==> config.mk <==
export PLATFORM = sky130hd
export DESIGN_NAME = rv32im_muldiv_issue
export DESIGN_NICKNAME = d
export VERILOG_FILES = /design/src/rtl/rv32im_muldiv_issue.sv
export SDC_FILE = /design/constraint.sdc
export NUM_CORES = 1
export LEC_CHECK = 0
export CORE_UTILIZATION = 41
export CTS_BUF_LIST = sky130_fd_sc_hd__clkbuf_8
export DETAILED_ROUTE_END_ITERATION = 10
export PLACE_DENSITY = 0.83
export SLEW_MARGIN = 20
export SYNTH_ARGS = -nofsm -noshare
export SYNTH_HDL_FRONTEND = slang
export SYNTH_SLANG_ARGS = --single-unit
==> constraint.sdc <==
create_clock -name clk_i -period 2.3 [get_ports clk_i]
set_clock_uncertainty 0.1 [all_clocks]
set_input_delay 0.46 -clock clk_i [delete_from_list [all_inputs] [get_ports clk_i]]
set_output_delay 0.46 -clock clk_i [all_outputs]
set_load 0.005 [all_outputs]
==> src/rtl/rv32im_muldiv_issue.sv <==
// rtl/rv32im_muldiv_issue.sv - issue/writeback stage in front of the RV32 M-extension mul/div unit
// Define MULDIV_RESULT_CACHE_EN to add a one-entry result cache that skips repeated launches.
module rv32im_muldiv_issue #(
   parameter int XLEN = 32,
   parameter int RD_W = 5
) (
   input  logic            clk_i,
   input  logic            clear_i,
   input  logic            issue_valid_i,
   output logic            issue_ready_o,
   input  logic [2:0]      funct3_i,
   input  logic [XLEN-1:0] rs1_data_i,
   input  logic [XLEN-1:0] rs2_data_i,
   input  logic [RD_W-1:0] rd_addr_i,
   input  logic            flush_i,
   output logic            stall_o,
   output logic            wb_valid_o,
   output logic [RD_W-1:0] wb_rd_o,
   output logic [XLEN-1:0] wb_data_o,
   output logic [2:0]      md_operation_o,
   output logic [XLEN-1:0] md_operand1_o,
   output logic [XLEN-1:0] md_operand2_o,
   output logic            md_data_ready_o,
   output logic            md_clear_o,
   input  logic [XLEN-1:0] md_result_i,
   input  logic            md_data_ready_i,
   input  logic            md_busy_i
);

   localparam logic [2:0] F_DIV  = 3'b100;
   localparam logic [2:0] F_DIVU = 3'b101;
   localparam logic [2:0] F_REM  = 3'b110;
   localparam logic [2:0] F_REMU = 3'b111;
   localparam logic [XLEN-1:0] W_MIN = {1'b1, {(XLEN-1){1'b0}}};

   typedef enum logic [1:0] {S_IDLE, S_LAUNCH, S_WAIT, S_DONE} state_t;

   state_t          r_state;
   state_t          w_next;
   logic [2:0]      r_funct3;
   logic [XLEN-1:0] r_op1;
   logic [XLEN-1:0] r_op2;
   logic [RD_W-1:0] r_rd;
   logic [XLEN-1:0] r_result;

   logic            w_accept;
   logic            w_rs2_zero;
   logic            w_ovf;
   logic            w_special;
   logic [XLEN-1:0] w_special_data;
   logic            w_hit;
   logic [XLEN-1:0] w_hit_data;
   logic            w_capture;

   assign w_accept   = issue_valid_i & (r_state == S_IDLE) & ~flush_i;
   assign w_rs2_zero = (rs2_data_i == '0);
   assign w_ovf      = (rs1_data_i == W_MIN) & (rs2_data_i == '1);
   assign w_capture  = (r_state == S_WAIT) & md_data_ready_i & ~flush_i;

   // RISC-V defines div-by-zero and signed overflow results, so they never reach the unit.
   always_comb begin
      w_special      = 1'b1;
      w_special_data = '0;
      if (rd_addr_i == '0)
         w_special_data = '0;
      else if (((funct3_i == F_DIV) || (funct3_i == F_DIVU)) && w_rs2_zero)
         w_special_data = '1;
      else if (((funct3_i == F_REM) || (funct3_i == F_REMU)) && w_rs2_zero)
         w_special_data = rs1_data_i;
      else if ((funct3_i == F_DIV) && w_ovf)
         w_special_data = W_MIN;
      else if ((funct3_i == F_REM) && w_ovf)
         w_special_data = '0;
      else
         w_special = 1'b0;
   end

`ifdef MULDIV_RESULT_CACHE_EN
   logic            r_c_valid;
   logic [2:0]      r_c_funct3;
   logic [XLEN-1:0] r_c_op1;
   logic [XLEN-1:0] r_c_op2;
   logic [XLEN-1:0] r_c_result;

   assign w_hit      = r_c_valid & (r_c_funct3 == funct3_i) &
                       (r_c_op1 == rs1_data_i) & (r_c_op2 == rs2_data_i);
   assign w_hit_data = r_c_result;

   always_ff @(posedge clk_i) begin
      if (clear_i) begin
         r_c_valid  <= 1'b0;
         r_c_funct3 <= '0;
         r_c_op1    <= '0;
         r_c_op2    <= '0;
         r_c_result <= '0;
      end else if (flush_i) begin
         r_c_valid <= 1'b0;
      end else if (w_capture) begin
         r_c_valid  <= 1'b1;
         r_c_funct3 <= r_funct3;
         r_c_op1    <= r_op1;
         r_c_op2    <= r_op2;
         r_c_result <= md_result_i;
      end
   end
`else
   assign w_hit      = 1'b0;
   assign w_hit_data = '0;
`endif

   always_ff @(posedge clk_i) begin
      if (clear_i)
         r_state <= S_IDLE;
      else
         r_state <= w_next;
   end

   always_comb begin
      w_next          = r_state;
      issue_ready_o   = (r_state == S_IDLE);
      stall_o         = issue_valid_i & (r_state != S_IDLE);
      md_data_ready_o = 1'b0;
      md_clear_o      = clear_i;
      wb_valid_o      = 1'b0;
      case (r_state)
         S_IDLE: begin
            if (w_accept)
               w_next = (w_special | w_hit) ? S_DONE : S_LAUNCH;
         end
         S_LAUNCH: begin
            stall_o = 1'b1;
            if (flush_i) begin
               md_clear_o = 1'b1;
               w_next     = S_IDLE;
            end else if (!md_busy_i) begin
               md_data_ready_o = ~clear_i;
               w_next          = S_WAIT;
            end
         end
         S_WAIT: begin
            stall_o = 1'b1;
            if (flush_i) begin
               md_clear_o = 1'b1;
               w_next     = S_IDLE;
            end else if (md_data_ready_i) begin
               w_next = S_DONE;
            end
         end
         S_DONE: begin
            wb_valid_o = ~flush_i & ~clear_i;
            w_next     = S_IDLE;
         end
         default: w_next = S_IDLE;
      endcase
   end

   // Operand registers double as the unit's operand bus, so they hold until the next accept.
   always_ff @(posedge clk_i) begin
      if (clear_i) begin
         r_funct3 <= '0;
         r_op1    <= '0;
         r_op2    <= '0;
         r_rd     <= '0;
         r_result <= '0;
      end else begin
         if (w_accept) begin
            r_funct3 <= funct3_i;
            r_op1    <= rs1_data_i;
            r_op2    <= rs2_data_i;
            r_rd     <= rd_addr_i;
            r_result <= w_special ? w_special_data : w_hit_data;
         end
         if (w_capture)
            r_result <= md_result_i;
      end
   end

   assign md_operation_o = r_funct3;
   assign md_operand1_o  = r_op1;
   assign md_operand2_o  = r_op2;
   assign wb_rd_o        = r_rd;
   assign wb_data_o      = r_result;

endmodule

==> key figures <==
STA
  • Unrepaired setup endpoints after global routing: true
  • Min Tclk post-route: 2.266 ns
  • Final Hold Viols: 0
  • Max-slew headroom: 0.5448
  • Fin crit share: 0.9853
  • Worst-margin pin slew: 0.6828 ns
  • Final setup violation count: 0
  • TNS Setup: 0 ns
  • Slew Limit Fails: 0
  • Fmax: 441.3 MHz

Clock tree
  • Setup Buffers After CTS: 0
  • Root Driver: clkbuf_8
  • Hold-fix buffers, CTS: 0
  • Longest Clk Path Bufs: 2
  • H-tree level count: 3
  • CTS buffer count: 9
  • CTS Sinks: 106
  • Clock slew at reported path FFs: 0.09 ns
  • Clk Latency, worst-skew pair: 0.35 ns
  • CTS tree: done

Logic synthesis
  • Post-synth top area share: 0.4985
  • Yosys cell types: 36
  • Synth Area in Compound Gates: 0.2402
  • Cells after Synth: 533
  • Post-synthesis cell area: 4257 sq um
  • XOR/XNOR share of the synthesized area: 0
  • Synth area leader: dfxtp_1
  • Largest family of logic cells by synthesized area: compound AO/OA/AOI/OAI gates
  • Post-synthesis sequential area ratio: 0.4985
  • Simple-Gate Fraction of Synth Area: 0.2090
  • Main area contributors after synthesis: dfxtp_1, nand2_1, a21oi_1, a22oi_1, clkbuf_1
  • Adder-cell area share of the yosys netlist: 0.01176
  • Syn_nets: 647
  • Synth Area per Inst: 7.986 sq um
  • Synth warnings: 0
  • Register bit total from synthesis: 106
  • Mux share of post-synthesis cell area: 0

Route
  • Drt wl/cell: 17.48 um
  • Routed Antenna Nets: 0
  • DR pass1 iterations: 4
  • Vias after detailed routing: 4913
  • Remaining DRCs: 0
  • Routed vias/inst: 5.405
  • DRT Wirelength: 15.89 mm
  • Iteration-0 DRC Markers: 225

Pwr
  • PnR Total Power: 4.759 mW
  • Clock power frac: 0.219
  • Net Sw Frac: 0.3156
  • NetSw: 1.502 mW
  • Internal: 3.257 mW
  • Seq pwr share: 0.447
  • Leakage: 2.483 nW
  • Power Density: 669.6 nW/um^2
  • VDD IR max: 0.3736 mV
  • Gate power share: 0.334

Status
  • Status: finished clean

Worst setup path
  • Worst Setup Path Type: reg -> out
  • R2R Path End: wb_data_o[0]
  • CP endpoint kind: output port
  • Flop-to-flop setup slack: 0.24 ns
  • Worst Path Required: 1.74 ns
  • CP startpoint kind: register
  • Cells on worst reg2reg path: 8
  • WP data arrival: 1.71 ns
  • Worst reg2reg startpoint: r_state[1]
  • Worst-path maximum fanout: 7

Global route
  • GRT Total Usage: 0.2894
  • First-pass GRT wire length: 24.80 mm
  • Vias in the first global route: 4791
  • Largest net degree at the start of global routing: 68
  • Initial antenna violation count: 0
  • GRT Residual Overflow: 0

Die
  • # IOs: 219
  • Die height: 103.9 um
  • DIE AREA: 10790 sq um
  • Die Span X: 103.9 um
  • # rows: 36
  • Core Footprint: 9910 sq um
  • Initial Util: 0.4295

Final layout
  • Fin cells: 909
  • Multi-input combinational cell area: 2036 sq um
  • Finished Cell Area: 7108 sq um
  • Area growth from synthesis to layout: 66.99%
  • Register area: 2127 sq um
  • Antenna Cells: 0
  • Net count, final: 885
  • Layout fillers: 780
  • Share of layout cells above drive strength 1: 0.1108

Placed design
  • Hpwl dp: 11.71 mm
  • Placement Cell Area: 6875 sq um
  • IO buf count: 218
  • Inst Count DP: 893
  • Final GP Congestion: 0.8753

Min path
  • Hold path endpoint: md_operand2_o[5]
  • Cells on Worst Hold Path: 2
  • Hold Startpoint: md_operand2_o[5]
  • Min-delay worst type: reg -> reg

Run
  • Max-Cap Viols: 0
[synthesized netlist by cell type (all sizes together)]
master	count
nand2	150
a21oi	108
dfxtp	106
clkbuf	40
a22oi	32
o21ai	32
nor4	9
nand4	8
nor4b	7
inv	6
ha	4
or4	4
nor2	3
a21o	2
nand3b	2
or4b	2
a2111oi	1
a211oi	1
a31oi	1
and3	1
and3b	1
and4b	1
nand2b	1
nand3	1
nand4b	1
nor3	1
nor3b	1
o211ai	1
o21a	1
o22ai	1
o31ai	1
o32ai	1
or2	1
or3	1
[timing repair]
action / in CTS / in global routing
setup endpoints to repair: 3 / 34
pin swaps: 0 / 3
resized for setup: 6 / 10
[worst max-delay path, cell delays in order, from the launching register on]
cell,delay (ns)
dfxtp_2,0.34
inv_1,0.14
ha_4,0.20
inv_1,0.07
a21o_1,0.15
clkdlybuf4s50_1,0.45
[registers in the layout, indices dropped and copies added, names as in the netlist]
| signal | count |
|---|---|
| md_operand1_o | 32 |
| md_operand2_o | 32 |
| wb_data_o | 32 |
| wb_rd_o | 5 |
| md_operation_o | 3 |
| r_state | 2 |
[power groups by stage]
stage | clock [mW] | sequential, mW | combinational [mW]
after floorplan | 0 | 2.16 | 0.624
after global placement | 0 | 2.15 | 1.51
after detailed placement | 0 | 2.16 | 1.54
after CTS | 1.05 | 2.12 | 1.56
after global routing | 1.14 | 2.15 | 1.71
final | 1.04 | 2.13 | 1.59
[cells by family (layout without fill, tap and decap cells)]
group / Yosys count / after routing
DFF: 106 / 106
AOI/OAI and AO/OA: 182 / 182
buffers and inverters: 46 / 289
and+or+nand+nor: 195 / 195
adders and majority gates: 4 / 4
[layout by cell type, fill, tap and decap left out, types with 2 or more instances in the layout]
cell type	count
clkdlybuf4s50_1	215
nand2_1	150
a21oi_1	108
dfxtp_1	104
buf_4	47
a22oi_1	32
o21ai_0	28
clkbuf_8	9
nand4_1	8
inv_1	6
nor4b_1	5
or4_1	4
nor4_1	4
nor4_2	4
o21ai_1	4
buf_12	3
a21o_1	2
nor4b_2	2
nand3b_1	2
nor2_1	2
or4b_2	2
ha_1	2
clkinvlp_4	2
clkinv_2	2
[final cells by class]
type | count | share of cell area
clock buffer | 9 | 0.01743
clock inverter | 7 | 0.006513
inverter | 6 | 0.003168
multi-input combinational | 381 | 0.2864
sequential | 106 | 0.2992
tap | 133 | 0.02341
timing repair buffer | 267 | 0.3638
[through the flow]
step	hold slack (ns)	util	worst slack, ns
2_1_floorplan	0.3527	-	0.3017
3_3_place_gp	0.3416	0.6938	-0.2721
3_5_place_dp	0.3453	0.6938	-0.3474
4_1_cts	0.3603	0.7122	0.001501
5_1_grt	0.3785	0.7173	-0.001948
6_report	0.3590	0.7173	0.03390
[routing by layer]
| layer | wire (um) | global-route usage | vias to the layer above |
|---|---|---|---|
| met5 | 0 | 0 | - |
| li1 | - | - | 2350 |
| met3 | 1106 | 0.06767 | 24 |
| met2 | 8239 | 0.5162 | 206 |
| met4 | 323 | 0.1010 | 0 |
| met1 | 6223 | 0.3379 | 2333 |
[how the worst max path moves through the flow]
stage          slack [ns]  depth (start not counted)      endpoint            from
2_1_floorplan        0.30                          5    r_state[1]  rs1_data_i[22]
3_3_place_gp        -0.27                          6    r_state[1]  rs1_data_i[22]
3_5_place_dp        -0.35                          8  wb_data_o[6]   rs2_data_i[9]
4_1_cts             0.002                          5       stall_o      r_state[1]
5_1_grt            -0.002                          5       stall_o      r_state[1]
6_report             0.03                          5       stall_o      r_state[1]
Note: power is estimated with default switching activity, not from simulation.
